===== config.mk =====
export PLATFORM = sky130hd
export DESIGN_NAME = ct_had_xtrig_matrix_flat
export DESIGN_NICKNAME = d
export VERILOG_FILES = /design/src/rtl/ct_had_xtrig_matrix_pkg.sv /design/src/rtl/ct_had_xtrig_matrix_if.sv /design/src/rtl/ct_had_xtrig_chan.sv /design/src/rtl/ct_had_xtrig_matrix.sv /design/src/flat_wrapper.sv
export SDC_FILE = /design/constraint.sdc
export NUM_CORES = 1
export LEC_CHECK = 0
export BUFFER_PORTS_ARGS = -buffer_cell sky130_fd_sc_hd__buf_2
export CORE_AREA = 2 2 123 125
export CTS_BUF_LIST = sky130_fd_sc_hd__clkbuf_8 sky130_fd_sc_hd__clkbuf_16
export CTS_CLUSTER_SIZE = 25
export DETAILED_ROUTE_END_ITERATION = 7
export DIE_AREA = 0 0 125 127
export GPL_TIMING_DRIVEN = 0
export HOLD_SLACK_MARGIN = 0.05
export PLACE_DENSITY = 0.9
export SLEW_MARGIN = 30
export SYNTH_ARGS = -nofsm -noshare
export SYNTH_HDL_FRONTEND = slang
export SYNTH_SLANG_ARGS = --single-unit

===== constraint.sdc =====
create_clock -name forever_coreclk -period 2.9 [get_ports forever_coreclk]
set_input_delay 0.145 -clock forever_coreclk [delete_from_list [all_inputs] [get_ports forever_coreclk]]
set_output_delay 0.145 -clock forever_coreclk [all_outputs]
set_load 0.1 [all_outputs]

===== src/rtl/ct_had_xtrig_matrix_pkg.sv =====
// Shared definitions for the cluster debug cross-trigger matrix:
// channel state encoding, default timing parameters and counter width.
package ct_had_xtrig_matrix_pkg;

   typedef enum logic [1:0] {
      XT_IDLE     = 2'b00,
      XT_ASSERT   = 2'b01,
      XT_WAIT_ACK = 2'b10
   } xt_state_e;

   localparam int unsigned XT_HOLD_CYC_DEF = 8;
   localparam int unsigned XT_TMO_CYC_DEF  = 255;
   localparam int unsigned XT_CNT_W        = 8;

endpackage


===== src/rtl/ct_had_xtrig_matrix_if.sv =====
// Core-side bundle of the cross-trigger matrix: each core's outgoing
// enter/exit requests and debug status, and its incoming enter/exit requests.
interface ct_had_xtrig_matrix_if #(
   parameter int unsigned CORE_NUM = 4
);
   logic [CORE_NUM-1:0] core_enter_req_o;
   logic [CORE_NUM-1:0] core_exit_req_o;
   logic [CORE_NUM-1:0] core_dbgon;
   logic [CORE_NUM-1:0] core_enter_req_i;
   logic [CORE_NUM-1:0] core_exit_req_i;

   // cluster side: drives the outgoing requests and status
   modport master (
      output core_enter_req_o,
      output core_exit_req_o,
      output core_dbgon,
      input  core_enter_req_i,
      input  core_exit_req_i
   );

   // matrix side: consumes the outgoing requests, drives the incoming ones
   modport slave (
      input  core_enter_req_o,
      input  core_exit_req_o,
      input  core_dbgon,
      output core_enter_req_i,
      output core_exit_req_i
   );
endinterface


===== src/rtl/ct_had_xtrig_chan.sv =====
// One cross-trigger channel: stretches a target request for a minimum hold
// time, then waits for the target's debug state to confirm or times out.
module ct_had_xtrig_chan
   import ct_had_xtrig_matrix_pkg::*;
#(
   parameter int unsigned HOLD_CYC = XT_HOLD_CYC_DEF,
   parameter int unsigned TMO_CYC  = XT_TMO_CYC_DEF
) (
   input  logic forever_coreclk,
   input  logic cpurst_b,
   input  logic trig,
   input  logic ack,
   input  logic tmo_clr,
   output logic req,
   output logic busy,
   output logic tmo
);

   localparam logic [XT_CNT_W-1:0] HOLD_LD  = XT_CNT_W'(HOLD_CYC - 1);
   localparam logic [XT_CNT_W-1:0] TMO_LIM  = XT_CNT_W'(TMO_CYC);
   localparam logic [XT_CNT_W-1:0] CNT_ZERO = {XT_CNT_W{1'b0}};
   localparam logic [XT_CNT_W-1:0] CNT_ONE  = {{(XT_CNT_W-1){1'b0}}, 1'b1};

   xt_state_e           state_r;
   xt_state_e           state_s;
   logic [XT_CNT_W-1:0] hold_cnt_r;
   logic [XT_CNT_W-1:0] hold_cnt_s;
   logic [XT_CNT_W-1:0] tmo_cnt_r;
   logic [XT_CNT_W-1:0] tmo_cnt_s;
   logic                ack_seen_r;
   logic                ack_seen_s;
   logic                tmo_set_s;
   logic                req_r;
   logic                busy_r;
   logic                tmo_r;

   // channel state register
   always_ff @(posedge forever_coreclk or negedge cpurst_b) begin
      if (!cpurst_b) begin
         state_r <= XT_IDLE;
      end else begin
         state_r <= state_s;
      end
   end

   // next state, counter updates and timeout detection; triggers outside IDLE are ignored
   always_comb begin
      state_s    = state_r;
      hold_cnt_s = hold_cnt_r;
      tmo_cnt_s  = tmo_cnt_r;
      ack_seen_s = ack_seen_r;
      tmo_set_s  = 1'b0;
      case (state_r)
         XT_IDLE: begin
            if (trig) begin
               state_s    = XT_ASSERT;
               hold_cnt_s = HOLD_LD;
               ack_seen_s = 1'b0;
            end else begin
               state_s    = XT_IDLE;
            end
         end
         XT_ASSERT: begin
            ack_seen_s = ack_seen_r | ack;
            if (hold_cnt_r == CNT_ZERO) begin
               tmo_cnt_s = CNT_ZERO;
               if (ack_seen_r | ack) begin
                  state_s = XT_IDLE;
               end else begin
                  state_s = XT_WAIT_ACK;
               end
            end else begin
               hold_cnt_s = hold_cnt_r - CNT_ONE;
            end
         end
         XT_WAIT_ACK: begin
            if (ack) begin
               state_s = XT_IDLE;
            end else if (tmo_cnt_r == TMO_LIM) begin
               state_s   = XT_IDLE;
               tmo_set_s = 1'b1;
            end else begin
               tmo_cnt_s = tmo_cnt_r + CNT_ONE;
            end
         end
         default: begin
            state_s = XT_IDLE;
         end
      endcase
   end

   // counters, registered request/busy and sticky timeout flag (set beats clear)
   always_ff @(posedge forever_coreclk or negedge cpurst_b) begin
      if (!cpurst_b) begin
         hold_cnt_r <= CNT_ZERO;
         tmo_cnt_r  <= CNT_ZERO;
         ack_seen_r <= 1'b0;
         req_r      <= 1'b0;
         busy_r     <= 1'b0;
         tmo_r      <= 1'b0;
      end else begin
         hold_cnt_r <= hold_cnt_s;
         tmo_cnt_r  <= tmo_cnt_s;
         ack_seen_r <= ack_seen_s;
         req_r      <= (state_s != XT_IDLE);
         busy_r     <= (state_s != XT_IDLE);
         if (tmo_set_s) begin
            tmo_r <= 1'b1;
         end else if (tmo_clr) begin
            tmo_r <= 1'b0;
         end else begin
            tmo_r <= tmo_r;
         end
      end
   end

   assign req  = req_r;
   assign busy = busy_r;
   assign tmo  = tmo_r;

endmodule


===== src/rtl/ct_had_xtrig_matrix.sv =====
// Cluster debug cross-trigger matrix: captures each core's enter/exit
// requests, routes rising edges through the channel masks to the other
// member cores and drives one stretched request channel per core and type.
module ct_had_xtrig_matrix
   import ct_had_xtrig_matrix_pkg::*;
#(
   parameter int unsigned CORE_NUM = 4,
   parameter int unsigned HOLD_CYC = XT_HOLD_CYC_DEF,
   parameter int unsigned TMO_CYC  = XT_TMO_CYC_DEF
) (
   input  logic                  forever_coreclk,
   input  logic                  cpurst_b,
   ct_had_xtrig_matrix_if.slave  core_if,
   input  logic [CORE_NUM-1:0]   xtrig_enter_mask,
   input  logic [CORE_NUM-1:0]   xtrig_exit_mask,
   input  logic                  xtrig_tmo_clr,
   output logic                  xtrig_busy,
   output logic [2*CORE_NUM-1:0] xtrig_tmo
);

   logic [CORE_NUM-1:0] enter_req_f_r;
   logic [CORE_NUM-1:0] enter_req_ff_r;
   logic [CORE_NUM-1:0] exit_req_f_r;
   logic [CORE_NUM-1:0] exit_req_ff_r;
   logic                cap_vld_f_r;
   logic                cap_vld_ff_r;
   logic [CORE_NUM-1:0] dbgon_meta_r;
   logic [CORE_NUM-1:0] dbgon_sync_r;

   logic [CORE_NUM-1:0] enter_edge_s;
   logic [CORE_NUM-1:0] exit_edge_s;
   logic [CORE_NUM-1:0] enter_tgt_s;
   logic [CORE_NUM-1:0] exit_tgt_s;
   logic [CORE_NUM-1:0] enter_sel_s;
   logic [CORE_NUM-1:0] exit_sel_s;
   logic [CORE_NUM-1:0] enter_req_s;
   logic [CORE_NUM-1:0] exit_req_s;
   logic [CORE_NUM-1:0] enter_busy_s;
   logic [CORE_NUM-1:0] exit_busy_s;

   // two-stage capture of the outgoing requests; cap_vld masks edges until req_ff holds real samples,
   // so a source already high when reset releases does not fire
   always_ff @(posedge forever_coreclk or negedge cpurst_b) begin
      if (!cpurst_b) begin
         enter_req_f_r  <= {CORE_NUM{1'b0}};
         enter_req_ff_r <= {CORE_NUM{1'b0}};
         exit_req_f_r   <= {CORE_NUM{1'b0}};
         exit_req_ff_r  <= {CORE_NUM{1'b0}};
         cap_vld_f_r    <= 1'b0;
         cap_vld_ff_r   <= 1'b0;
      end else begin
         enter_req_f_r  <= core_if.core_enter_req_o;
         enter_req_ff_r <= enter_req_f_r;
         exit_req_f_r   <= core_if.core_exit_req_o;
         exit_req_ff_r  <= exit_req_f_r;
         cap_vld_f_r    <= 1'b1;
         cap_vld_ff_r   <= cap_vld_f_r;
      end
   end

   // two-flop synchroniser for the asynchronous debug-mode status
   always_ff @(posedge forever_coreclk or negedge cpurst_b) begin
      if (!cpurst_b) begin
         dbgon_meta_r <= {CORE_NUM{1'b0}};
         dbgon_sync_r <= {CORE_NUM{1'b0}};
      end else begin
         dbgon_meta_r <= core_if.core_dbgon;
         dbgon_sync_r <= dbgon_meta_r;
      end
   end

   // rising-edge detection on the captured requests
   always_comb begin
      enter_edge_s = {CORE_NUM{1'b0}};
      exit_edge_s  = {CORE_NUM{1'b0}};
      if (cap_vld_ff_r) begin
         enter_edge_s = enter_req_f_r & ~enter_req_ff_r;
         exit_edge_s  = exit_req_f_r & ~exit_req_ff_r;
      end else begin
         enter_edge_s = {CORE_NUM{1'b0}};
         exit_edge_s  = {CORE_NUM{1'b0}};
      end
   end

   // mask routing, skipping sources and cores already in the requested state; enter wins per-core conflicts
   always_comb begin
      enter_tgt_s = {CORE_NUM{1'b0}};
      exit_tgt_s  = {CORE_NUM{1'b0}};
      if (|(enter_edge_s & xtrig_enter_mask)) begin
         enter_tgt_s = xtrig_enter_mask & ~enter_edge_s & ~dbgon_sync_r;
      end else begin
         enter_tgt_s = {CORE_NUM{1'b0}};
      end
      if (|(exit_edge_s & xtrig_exit_mask)) begin
         exit_tgt_s = xtrig_exit_mask & ~exit_edge_s & dbgon_sync_r;
      end else begin
         exit_tgt_s = {CORE_NUM{1'b0}};
      end
      enter_sel_s = enter_tgt_s & ~exit_busy_s;
      exit_sel_s  = exit_tgt_s & ~enter_tgt_s & ~enter_busy_s;
   end

   for (genvar gi = 0; gi < CORE_NUM; gi++) begin : g_core
      ct_had_xtrig_chan #(
         .HOLD_CYC (HOLD_CYC),
         .TMO_CYC  (TMO_CYC)
      ) u_enter_chan (
         .forever_coreclk (forever_coreclk),
         .cpurst_b        (cpurst_b),
         .trig            (enter_sel_s[gi]),
         .ack             (dbgon_sync_r[gi]),
         .tmo_clr         (xtrig_tmo_clr),
         .req             (enter_req_s[gi]),
         .busy            (enter_busy_s[gi]),
         .tmo             (xtrig_tmo[gi])
      );

      ct_had_xtrig_chan #(
         .HOLD_CYC (HOLD_CYC),
         .TMO_CYC  (TMO_CYC)
      ) u_exit_chan (
         .forever_coreclk (forever_coreclk),
         .cpurst_b        (cpurst_b),
         .trig            (exit_sel_s[gi]),
         .ack             (~dbgon_sync_r[gi]),
         .tmo_clr         (xtrig_tmo_clr),
         .req             (exit_req_s[gi]),
         .busy            (exit_busy_s[gi]),
         .tmo             (xtrig_tmo[CORE_NUM+gi])
      );
   end

   assign core_if.core_enter_req_i = enter_req_s;
   assign core_if.core_exit_req_i  = exit_req_s;
   assign xtrig_busy               = |{enter_busy_s, exit_busy_s};

endmodule


===== src/flat_wrapper.sv =====
// flat-port wrapper written by rule: the top's interface ports become plain ports
module ct_had_xtrig_matrix_flat import ct_had_xtrig_matrix_pkg::*;
#(
   parameter int unsigned CORE_NUM = 4,
   parameter int unsigned HOLD_CYC = XT_HOLD_CYC_DEF,
   parameter int unsigned TMO_CYC  = XT_TMO_CYC_DEF
)
  (forever_coreclk, cpurst_b, xtrig_enter_mask, xtrig_exit_mask, xtrig_tmo_clr, xtrig_busy, xtrig_tmo, core_if_core_enter_req_o, core_if_core_exit_req_o, core_if_core_dbgon, core_if_core_enter_req_i, core_if_core_exit_req_i);
  ct_had_xtrig_matrix_if #(.CORE_NUM(CORE_NUM)) core_if_i ();
  input  logic forever_coreclk;
  input  logic cpurst_b;
  input  logic [CORE_NUM-1:0] xtrig_enter_mask;
  input  logic [CORE_NUM-1:0] xtrig_exit_mask;
  input  logic xtrig_tmo_clr;
  output logic xtrig_busy;
  output logic [2*CORE_NUM-1:0] xtrig_tmo;
  input wire logic [$bits(core_if_i.core_enter_req_o)-1:0] core_if_core_enter_req_o;
  input wire logic [$bits(core_if_i.core_exit_req_o)-1:0] core_if_core_exit_req_o;
  input wire logic [$bits(core_if_i.core_dbgon)-1:0] core_if_core_dbgon;
  output wire logic [$bits(core_if_i.core_enter_req_i)-1:0] core_if_core_enter_req_i;
  output wire logic [$bits(core_if_i.core_exit_req_i)-1:0] core_if_core_exit_req_i;
  assign core_if_i.core_enter_req_o = core_if_core_enter_req_o;
  assign core_if_i.core_exit_req_o = core_if_core_exit_req_o;
  assign core_if_i.core_dbgon = core_if_core_dbgon;
  assign core_if_core_enter_req_i = core_if_i.core_enter_req_i;
  assign core_if_core_exit_req_i = core_if_i.core_exit_req_i;
  ct_had_xtrig_matrix #(.CORE_NUM(CORE_NUM), .HOLD_CYC(HOLD_CYC), .TMO_CYC(TMO_CYC)) u_core (.forever_coreclk(forever_coreclk), .cpurst_b(cpurst_b), .core_if(core_if_i), .xtrig_enter_mask(xtrig_enter_mask), .xtrig_exit_mask(xtrig_exit_mask), .xtrig_tmo_clr(xtrig_tmo_clr), .xtrig_busy(xtrig_busy), .xtrig_tmo(xtrig_tmo));
endmodule

# ---- Word level (Yosys, flattened, before mapping)
# Cells that the tools add are included.
dict set report totals {
  elab_cells 399
  in_bits 23
  output_inout_bits 17
  reg_bits 194
}
dict set report op_classes {
  muxes 157
  reduce_logical 75
  addsub 16
  bitwise 31
  eq_ne 64
}
# cell n
set op_table {}
lappend op_table {{$mux 8} 40}
lappend op_table {{$pmux 8 s2} 16}
lappend op_table {{$add 8x1->8 const B} 8}
lappend op_table {{$eq 8x8->1 const B} 8}
lappend op_table {{$logic_not 8->1} 8}
lappend op_table {{$mux 2} 32}
lappend op_table {{$reduce_bool 2->1} 32}
lappend op_table {{$sub 8x1->8 const B} 8}
lappend op_table {{$ne 2x2->1 const B} 28}
lappend op_table {{$mux 1} 49}
lappend op_table {{$pmux 2 s3} 8}
lappend op_table {{$and 4x4->4} 11}
lappend op_table {{$not 4->4} 8}
lappend op_table {{$reduce_and 4->1} 8}
lappend op_table {{$ne 2x1->1 const B} 12}
lappend op_table {{$reduce_and 3->1} 8}
lappend op_table {{$eq 2x1->1 const B} 8}
lappend op_table {{$eq 2x2->1 const B} 8}
lappend op_table {{$logic_not 2->1} 8}
lappend op_table {{$mux 4} 4}
lappend op_table {{$pmux 1 s2} 8}
lappend op_table {{$reduce_and 2->1} 8}
lappend op_table {{$or 1x1->1} 8}
lappend op_table {{$reduce_or 4->1} 2}
lappend op_table {{other kinds (2)} 5}

# ---- Logic depth before layout (Yosys ltp)
# Gate-level depths: netlist of the first run.
dict set report logic_depth {
  depth_word 13
  depth_mapped 7
  depth_no_buf 6
}

# ---- By module
# Synthesis of the first run repeated with hierarchy kept, for this count alone.
dict set report hier_totals {
  cells_unflattened 944
  hier_area_um2 9616.7
}
# mod seq_area_each_um2 n_inst cells_each area_each_um2
set by_module_without_submodules {}
lappend by_module_without_submodules {{ct_had_xtrig_chan at u_core.g_core[0].u_enter_chan ...} 525.5 6 108 1076.0}
lappend by_module_without_submodules {{ct_had_xtrig_chan at u_core.g_core[3].u_enter_chan} 525.5 1 116 1141.1}
lappend by_module_without_submodules {{ct_had_xtrig_chan at u_core.g_core[3].u_exit_chan} 525.5 1 110 1071.0}
lappend by_module_without_submodules {ct_had_xtrig_matrix 650.6 1 70 948.4}

# ---- Worst setup path after synthesis of the first run
# Ideal clock, no wire load.
dict set report synth_path {
  path_type {register -> register}
  start {register u_core.g_core[2].u_exit_chan.hold_cnt_r[0]}
  end {register u_core.g_core[2].u_exit_chan.tmo_cnt_r[2]}
  t_arrival_ns 1.768
  setup_time_ns 0.134
  slack_ns 0.998
  required_time_ns 2.766
  stages_incl_launch_ff 7
  period_less_slack_ns 1.902
  path_buffers 0
  path_cell_list {dfrtp_1 > inv_1 > ha_1 > or3b_2 > or4_4 > o211ai_1 > o31ai_1}
}
dict set report synth_via {
  elab_chain_len 3
}
# element line_no
set synth_rtl {}
lappend synth_rtl {{from (decl)} ct_had_xtrig_chan.sv:26} ;# logic [XT_CNT_W-1:0] hold_cnt_r;
lappend synth_rtl {{from (signal assigned)} ct_had_xtrig_chan.sv:102} ;# hold_cnt_r <= hold_cnt_s;
lappend synth_rtl {{$logic_not 8->1} ct_had_xtrig_chan.sv:65} ;# if (hold_cnt_r == CNT_ZERO) begin
lappend synth_rtl {{$ne 2x2->1 (no line)} --}
lappend synth_rtl {{$reduce_and 4->1 (no line)} --}
lappend synth_rtl {{to (signal assigned)} ct_had_xtrig_chan.sv:103} ;# tmo_cnt_r <= tmo_cnt_s;
lappend synth_rtl {{to (decl)} ct_had_xtrig_chan.sv:28} ;# logic [XT_CNT_W-1:0] tmo_cnt_r;
# Every way passes these cells.
# A chain may end at the register's enable or synchronous reset.

# ---- Worst setup path after layout of the first run
dict set report layout_path {
  start {register u_core.g_core[2].u_exit_chan.hold_cnt_r[0]}
  end {register u_core.g_core[2].u_exit_chan.tmo_cnt_r[6]}
}
# Same word-level chain as after synthesis.

==> flow_summary.ini, run 1 <==
[worst_setup_path]
critPathLaunchType = flop
max_stage_delay_ns = 0.69
crit_family = simple AND/OR/NAND/NOR gates
critPathKind = flop to flop
crit_buf_inv = 1
cp.required_ns = 3.18
crit_slowest_cell = nor4_1
crit_path_max_fanout = 5
endpoint_kind = flop
cp.arrival_ns = 2.48
crit_chain = inv_1 > ha_1 > or3b_2 > nor4_1 > nor2_1

[sta]
finalHoldViolations = 0
max_freq_mhz = 454
finalClockSkew_ns = 0.00594
post-route-period-util_pct = 75.9
slew_viol_final = 0
slew_headroom_pct = 41.1
setup_slack_ns = 0.698
timing.final.crit_period_ns = 2.20
grt_setup_unrepaired = false
setup_viol = 0
worst_pin_slew_ns = 0.875

[synth]
ys_seq_elements = 194
avgSynthCellArea_sq_um = 10.2
ys_types = 77
ys_seq_area_share_pct = 50.5
yosys-top-cells-count = dfrtp_1 (194), nor2_1 (81), a21oi_1 (48)
synth.top_cell.area_share_pct = 50.5
netlist_instances = 941
yosysMostFrequentCell = dfrtp_1
synthTopCellsByArea = dfrtp_1 (50%), nor2_1 (3.2%), a21oi_1 (2.5%), ha_1 (2.1%), nand3_1 (2.0%)
synth_ff_type = dfrtp_1
synth-edff-count = 0
async_flop_share_pct = 100
yosys_warnings = 0
yosys.area.top_type = dfrtp_1
syn_area_sq_um = 9610
syn_nets = 980

[cts]
cts_tree = yes
root_buffer = clkbuf_16
cts_setup_buffers = 0
clk_pin_slew_ns = 0.07
htreeDepth = 4
cts_buffer_depth = 2
cts.sinks = 194
clock_latency_ns = 0.43
numCtsBuffers = 17

[power]
p_int_mw = 5.46
p_switching_mw = 3.32
p_sw_share_pct = 37.8
leakage_nw = 4.60
clkPwrFrac_pct = 25.0
peakVddDrop_uv = 886
pwr-share-comb_pct = 29.3
power_per_cell_area_nw_per_um2 = 812
power_frac_seq_pct = 45.7

[floorplan]
fp.dieH_microns = 127
io_pins = 40
die_w_microns = 125
coreArea_sq_um = 14400
start_util_pct = 66.7
num_rows = 44
die-area_sq_um = 15900

[placement]
gp_congestion = 0.818
port-buffer-count = 39
dp_cells = 1166
dp_hpwl_microns = 13600
dp_slack_ns = 0.710
placed_cell_area_sq_um = 10100

[global_routing]
grt_max_degree = 86
grt_overflow = 0
antenna_found_initial = 0
grt_pass1_vias = 7461
grt_pass1_wl_microns = 34400
grt.total_usage_pct = 26.3

[detailed_routing]
drtIter0Drc = 619
ant_nets = 0
route.detailed.drc = 0
wl_per_cell_microns = 16.8
via_count = 7637
drtPass1Iterations = 5
wirelength_microns = 20400
vias_per_cell = 6.30

[final_layout]
design_area_sq_um = 10800
fin_nets = 1055
fin_cells = 1213
areaGrowthSynthToFinish_pct = 12.5
post-route-util_pct = 75.0
diodes = 0
drive_above_1_share_pct = 13.2

[worst_hold_path]
hp-class = input port to asynchronous set/reset pin

[status]
status = finished, final reports clean

[job]
maxCapViolations = 0
[state kept, by name (all words and copies together), names as in the netlist, 8 cells and up]
name / flops
u_core.g_core.u_enter_chan.hold_cnt_r: 32
u_core.g_core.u_exit_chan.tmo_cnt_r: 32
u_core.g_core.u_exit_chan.state_r: 8
u_core.g_core.u_exit_chan.hold_cnt_r: 32
u_core.g_core.u_enter_chan.tmo_cnt_r: 32
u_core.g_core.u_enter_chan.state_r: 8
[kinds of logic after synthesis]
logic type	count (synthesis)	synth area share, %
DFF	194	50.5
buffers and inverters	82	3.94
xor gates and xnor gates	42	3.83
adders and majority gates	16	2.08
other	1	0.0390
muxes	14	1.47
and+or+nand+nor	389	23.7
AOI/OAI and AO/OA	203	14.5
[worst paths after layout]
check | cells past startpoint | slack (ns) | to | from
hold reg to reg | 0 | 0.36 | u_core.dbgon_sync_r[0] | u_core.dbgon_meta_r[0]
max in group asynchronous | 4 | 1.67 | u_core.g_core[3].u_exit_chan.tmo_cnt_r[4] | cpurst_b
setup / recovery | 5 | 0.70 | u_core.g_core[2].u_exit_chan.tmo_cnt_r[6] | u_core.g_core[2].u_exit_chan.hold_cnt_r[0]
setup reg to reg | 5 | 0.70 | u_core.g_core[2].u_exit_chan.tmo_cnt_r[6] | u_core.g_core[2].u_exit_chan.hold_cnt_r[0]
hold / removal | 2 | 0.18 | u_core.g_core[0].u_exit_chan.tmo_cnt_r[7] | cpurst_b
min in group forever_coreclk | 4 | 0.20 | u_core.g_core[2].u_exit_chan.ack_seen_r | xtrig_exit_mask[2]
[cells in the final DEF, fill, tap and decap left out, types with 15 or more instances in the layout]
cell and count:
buf_4 16, xnor2_1 21, nand3_1 39, nor2_1 81
dfrtp_1 194, nor3_1 20, nor4_1 17, or2_2 18
clkbuf_16 17, nand3b_1 17, nand2_1 47, nand2b_1 15
a21oi_1 48, or4_1 17, and3_1 16, ha_1 16
dlygate4sd3_1 15, xor2_1 21, or3_1 25, o21ai_0 37
o31ai_1 20, inv_1 48, buf_2 46
[worst register-to-register path, delay by kind of cell, from the launching register on]
family        cells  cell delay (ns)
flops             1             0.42
fa+ha+maj         1             0.24
buf+inv           1             0.08
simple gates      3             1.32
[repair_timing]
| action | in CTS | in global routing |
|---|---|---|
| resized for setup | 0 | 0 |
| hold buffers | 15 | 0 |
| endpoints found under the hold margin | 123 | 0 |
[metrics by stage]
step	hold slack, ns	TNS (ns)	power, mW
floorplan	-0.151	0	5.88
CTS	0.184	0	8.77
global route	0.208	0	9.28
global placement	0.252	-263.95	6.35
finish	0.184	0	8.78
detailed placement	0.0442	0	6.51
[routing by layer]
layer | up-vias | part of all wire, % | track usage, %
met1 | 3788 | 44 | 34.9
met3 | 40 | 4.4 | 5.49
met4 | 0 | 2.0 | 8.63
li1 | 3611 | - | -
met2 | 198 | 50 | 44.0
met5 | - | 0 | 0
[cell type report]
| cell class | count | area (sq um) |
|---|---|---|
| clock inverters | 15 | 123 |
| flip-flops and latches | 194 | 4850 |
| clock buffers | 17 | 425 |
| fillers | 958 | 3600 |
| repair buffers | 56 | 410 |
| well taps | 184 | 230 |
| multi-input cells | 665 | 4400 |
| plain buffers | 36 | 206 |
| inverters | 46 | 173 |
[power groups by stage]
stage / registers, mW / clock network, mW / logic (mW)
global route: 4.10 / 2.35 / 2.83
detailed placement: 4.01 / 0 / 2.50
CTS: 3.99 / 2.22 / 2.56
floorplan: 3.83 / 0 / 2.04
finish: 4.02 / 2.20 / 2.57
global placement: 3.98 / 0 / 2.38
No activity file was read; power rests on OpenSTA's default activity.
==> inputs of run 2 (changes only) <==
Settings changed: ABC_AREA from default to 1, CORE_AREA 2 2 123 125 to 2 2 140 142, DIE_AREA 0 0 125 127 to 0 0 142 144, PLACE_DENSITY 0.9 to 0.8.
Clock period 2.9 ns to 1.8 ns, I/O delays scaled along.
==> run 2 against run 1 <==
  * Cell area grew 9.1%
  * Count of clock-buffer cells in the layout stayed put
  * Critical path depth grew 2
  * Clock power increased by 61%
  * Register-to-register slack got worse by 0.62 ns
  * Die area is 29% higher
  * Core utilization down 13 points
  * First-iteration DRC count is 18% lower
  * Largest cell class unchanged
==> flow_summary.ini, run 2 <==
[status]
status = finished, final reports clean

[sta]
final.setup.tns_ns = 0
post-route-period-util_pct = 95.9
max_freq_mhz = 579
setup_viol = 0
timing.final.crit_period_ns = 1.73
fin_hold_ws_ns = 0.0894
slew_headroom_pct = 44.6
finalHoldViolations = 0
slew_viol_final = 0
finalClockSkew_ns = 0.00916
worst_pin_slew_ns = 0.831
grt_setup_unrepaired = true

[worst_hold_path]
hp-class = input port to flop

[detailed_routing]
drtIter0Drc = 508
vias_per_cell = 5.16
via_count = 8529
wirelength_microns = 21000
route.detailed.drc = 0
ant_nets = 0
drtPass1Iterations = 7
wl_per_cell_microns = 12.7

[synth]
ys_seq_elements = 194
synth_ff_type = dfrtp_1
synth-edff-count = 0
yosys-top-cells-count = nand2_1 (377), dfrtp_1 (194), inv_1 (156)
avgSynthCellArea_sq_um = 7.88
netlist_instances = 1324
synth.top_cell.area_share_pct = 46.6
syn_area_sq_um = 10400
synthTopCellsByArea = dfrtp_1 (47%), nand2_1 (14%), nand3_1 (6.5%), inv_1 (5.6%), nor2_1 (5.0%)
yosys.area.top_type = dfrtp_1
async_flop_share_pct = 100
yosysMostFrequentCell = nand2_1
syn_nets = 1363
yosys_warnings = 0
ys_types = 45
ys_seq_area_share_pct = 46.6

[floorplan]
coreArea_sq_um = 19100
num_rows = 51
die_w_microns = 142
start_util_pct = 54.7
die-area_sq_um = 20400
fp.dieH_microns = 144
io_pins = 40

[final_layout]
diodes = 0
fin_nets = 1441
final_common_cell = nand2_1
post-route-util_pct = 61.9
areaGrowthSynthToFinish_pct = 13.2
design_area_sq_um = 11800
drive_above_1_share_pct = 14.1
layout_common_cells = nand2_1 (375), dfrtp_1 (194), inv_1 (156)

[cts]
cts_buffer_depth = 2
clock_latency_ns = 0.44
cts_tree = yes
numCtsBuffers = 17
cts.sinks = 194
clk_pin_slew_ns = 0.07
root_buffer = clkbuf_16
htreeDepth = 4

[job]
maxCapViolations = 0

[power]
power_per_cell_area_nw_per_um2 = 692
total_power_mw = 8.17
peakVddDrop_uv = 699
leakage_nw = 6.04

[global_routing]
grt_overflow = 0
grt_pass1_wl_microns = 36600
grt_pass1_vias = 8010
antenna_found_initial = 1
grt_max_degree = 83
grt.total_usage_pct = 22.2

[worst_setup_path]
cp.arrival_ns = 2.06
critPathKind = flop to flop
crit_path_max_fanout = 7
critPathLaunchType = flop
endpoint_kind = flop
cp.required_ns = 2.13

[placement]
gp_congestion = 0.886
dp_hpwl_microns = 14800
port-buffer-count = 38
placed_cell_area_sq_um = 11000
-- run 2: cell families (layout without fill, tap and decap cells) --
logic type	Yosys count	after routing	share of synthesized area [%]
AO/OA/AOI/OAI	100	101	5.96
XOR/XNOR	47	47	3.95
adder cells (fa/ha/maj)	16	16	1.92
buffers and inverters	188	278	7.87
flip-flops	194	194	46.6
multiplexers	1	1	0.0960
other	1	1	0.0360
AND/OR/NAND/NOR	777	777	33.6
-- run 2: power breakdown --
group	leakage, nW	internal [mW]	switching [mW]
registers	2.46	4.39	0.0183
clock network	0.265	1.81	1.73
logic	3.31	0.0673	0.155
total	6.04	6.26	1.91
-- run 2: layout make-up --
class / count / area [sq um]
Fill cell: 1550 / 7280
Sequential cell: 194 / 4850
Multi-Input combinational cell: 943 / 4850
Inverter: 162 / 608
Clock buffer: 17 / 425
Timing Repair Buffer: 58 / 425
Tap cell: 238 / 298
Buffer: 26 / 219
Clock inverter: 15 / 125
-- run 2: per-layer routing --
metal	track usage, %	up-vias	wire [microns]
met5	0	-	7
met4	8.53	2	520
met3	4.57	46	842
met2	37.0	151	10100
met1	28.7	3945	9530
li1	-	4385	-
-- run 2: timing repair --
action	in CTS	in global routing
endpoints found under the setup margin	4	54
pin swaps	1	7
gates cloned	0	1
hold endpoints to repair	128	0
gates resized for setup	0	24
setup buffers	1	4
hold buffers	13	0
-- run 2: worst paths after layout --
kind,startpoint,endpoint,slack [ns],cells after the start
min in group asynchronous,cpurst_b,u_core.g_core[1].u_enter_chan.tmo_cnt_r[5],0.10,2
hold reg to reg,u_core.cap_vld_f_r,u_core.cap_vld_ff_r,0.35,0
max in group asynchronous,cpurst_b,u_core.g_core[0].u_exit_chan.hold_cnt_r[3],0.64,4
hold / removal,xtrig_enter_mask[1],u_core.g_core[1].u_enter_chan.state_r[0],0.09,5
setup reg to reg,u_core.g_core[0].u_enter_chan.hold_cnt_r[0],u_core.g_core[0].u_enter_chan.hold_cnt_r[4],0.07,7
setup / recovery,u_core.g_core[0].u_enter_chan.hold_cnt_r[0],u_core.g_core[0].u_enter_chan.hold_cnt_r[4],0.07,7
-- run 2: critical path, stage by stage, from the launching register on --
cell and delay [ns]:
dfrtp_1 0.39, inv_1 0.09, ha_1 0.18, nand3_1 0.16, o21ai_1 0.49, nand2_2 0.17, nand2_1 0.10, nand2_1 0.05
-- run 2: stage by stage --
stage	std cells	worst slack (ns)
finish	1653	0.0738
global placement	1600	-2.54
CTS	1648	0.0288
global route	1653	-0.0890
floorplan	1324	0.264
detailed placement	1602	0.0206
==> inputs of run 3 (changes only) <==
Settings changed: ABC_AREA 1 to default, CORE_AREA 2 2 140 142 to 2 2 135 137, DIE_AREA 0 0 142 144 to 0 0 137 139.
==> run 3 against run 2 <==
  * The run now ends with setup timing left
  * Final cell count decreased by 22%
  * Clock skew up 0.0032 ns
  * Flip-flop and latch count is the same
  * First-iteration DRC count fell by 1.4%
  * Via count decreased by 11%
  * Routed wire length decreased by 2.7%
  * Critical path type unchanged
  * Critical endpoint is now u_core.g_core[0].u_enter_chan.tmo_cnt_r[1]
==> flow_summary.ini, run 3 (synthesized netlist as in run 1, its figures left out) <==
[global_routing]
grt_pass1_wl_microns = 33500
grt_max_degree = 79
antenna_found_initial = 0
grt.total_usage_pct = 21.7
grt_pass1_vias = 7152
grt_overflow = 0

[final_layout]
final_common_cell = dfrtp_1
diodes = 0
layout_common_cells = dfrtp_1 (187), nor2_1 (79), buf_4 (54)
design_area_sq_um = 11600
areaGrowthSynthToFinish_pct = 21.0
fin_nets = 1082
drive_above_1_share_pct = 22.5

[worst_setup_path]
cp.arrival_ns = 2.16
startpoint = u_core.g_core[0].u_enter_chan.hold_cnt_r[5]
worstSetupEndpoint = u_core.g_core[0].u_enter_chan.tmo_cnt_r[1]
max_stage_delay_ns = 0.60
crit_slowest_cell = or4_4
crit_buf_inv = 1
critPathLaunchType = flop
crit_family = simple AND/OR/NAND/NOR gates
path_depth = 5
cp.required_ns = 2.13
endpoint_kind = flop
crit_chain = or4_4 > nor4_4 > buf_4 > o22ai_1 > a32o_1
critPathKind = flop to flop
reg2reg_to = u_core.g_core[0].u_enter_chan.tmo_cnt_r[1]
ff2ff_path_depth = 5
ff2ff_setup_slack_ns = -0.03
crit_path_max_fanout = 4
r2r_start = u_core.g_core[0].u_enter_chan.hold_cnt_r[5]

[cts]
numCtsBuffers = 17
htreeDepth = 4
clock_latency_ns = 0.44
root_buffer = clkbuf_16
cts_buffer_depth = 2
cts_tree = yes
cts.sinks = 194
clk_pin_slew_ns = 0.08

[detailed_routing]
wirelength_microns = 20500
via_count = 7598
drtPass1Iterations = 7
drtIter0Drc = 501
wl_per_cell_microns = 15.9
vias_per_cell = 5.91
route.detailed.drc = 0
ant_nets = 0

[job]
maxCapViolations = 0

[floorplan]
io_pins = 40
die_w_microns = 137
coreArea_sq_um = 17700
num_rows = 49
start_util_pct = 54.5
die-area_sq_um = 19000
fp.dieH_microns = 139

[sta]
max_freq_mhz = 547
finalHoldViolations = 0
timing.final.crit_period_ns = 1.83
finalClockSkew_ns = 0.0124
worst_pin_slew_ns = 0.504
setup_slack_ns = -0.0288
setup_viol = 1
fin_hold_ws_ns = 0.0869
slew_headroom_pct = 66.4
grt_setup_unrepaired = true
slew_viol_final = 0
post-route-period-util_pct = 102

[power]
peakVddDrop_uv = 1310
power_per_cell_area_nw_per_um2 = 1300
leakage_nw = 4.88

[status]
failed_checks = setup timing
status = finished, violations left

[placement]
dp_slack_ns = -0.352
placed_cell_area_sq_um = 10200
port-buffer-count = 39
gp_congestion = 0.805
dp_hpwl_microns = 13300

[worst_hold_path]
hp-class = input port to flop
==> run 3: cell count changes in the layout (fill, tap and decap cells not counted), moves of 32 or more <==
cell | previous run | this run
nand2_1 | 375 | 47
nand3_1 | 133 | 35
nor2_1 | 135 | 79
inv_1 | 156 | 43
a21oi_1 | 9 | 43
buf_4 | 22 | 54
==> run 3: how the worst min path moves through the flow <==
stage / startpoint / to / slack, ns / cells after the start
final: xtrig_exit_mask[2] / u_core.g_core[2].u_exit_chan.state_r[0] / 0.09 / 3
after global routing: xtrig_exit_mask[2] / u_core.g_core[2].u_exit_chan.state_r[0] / 0.12 / 3
after CTS: xtrig_exit_mask[2] / u_core.g_core[2].u_exit_chan.ack_seen_r / 0.09 / 4
after detailed placement: cpurst_b / u_core.g_core[2].u_exit_chan.hold_cnt_r[6] / 0.008 / 1
after global placement: core_if_core_dbgon[0] / u_core.dbgon_meta_r[0] / 0.20 / 1
after floorplan: cpurst_b / u_core.cap_vld_f_r / -0.21 / 0
==> run 3: routing by layer <==
layer	GRT usage, %	wire length [microns]	vias to the layer above	part of all wire (%)
li1	-	-	3680	-
met1	30.3	9370	3759	46
met2	33.9	10000	125	49
met3	3.51	564	34	2.8
met4	8.52	507	0	2.5
met5	0	0	-	0
==> run 3: layout make-up <==
type,instances,area (sq um)
Tap cell,229,287
Sequential cell,194,4860
Fill cell,1336,6020
Timing Repair Buffer,90,668
Clock buffer,17,425
Multi-Input combinational cell,665,4850
Buffer,29,195
Clock inverter,15,173
Inverter,46,173
==> run 3: timing repair <==
| action | in CTS | in global routing |
|---|---|---|
| buffers inserted | 18 | 16 |
| setup endpoints to repair | 91 | 80 |
| hold buffers | 15 | 0 |
| cloned | 0 | 0 |
| hold endpoints to repair | 130 | 0 |
| pin swaps | 7 | 17 |
| gates resized for setup | 40 | 74 |
==> run 3: where the power goes <==
group / switching (mW) / internal (mW) / leakage (nW)
Clock: 1.75 / 2.09 / 0.295
Sequential: 1.30 / 5.31 / 2.43
Combinational: 2.72 / 1.97 / 2.15
==> run 3: metrics by stage <==
step	util [%]	std cells	setup TNS (ns)	power, mW
floorplan	-	941	-0.00499	9.48
global placement	57.2	1209	-495.36	10.3
detailed placement	57.6	1211	-11.21	10.5
CTS	63.6	1272	-0.00625	14.7
global route	65.9	1285	-0.448	16.1
finish	65.9	1285	-0.0288	15.1
==> run 3: tightest hold or removal path: stages <==
cell and delay (ns):
buf_2 0.11, nand3_1 0.12, o21bai_2 0.14
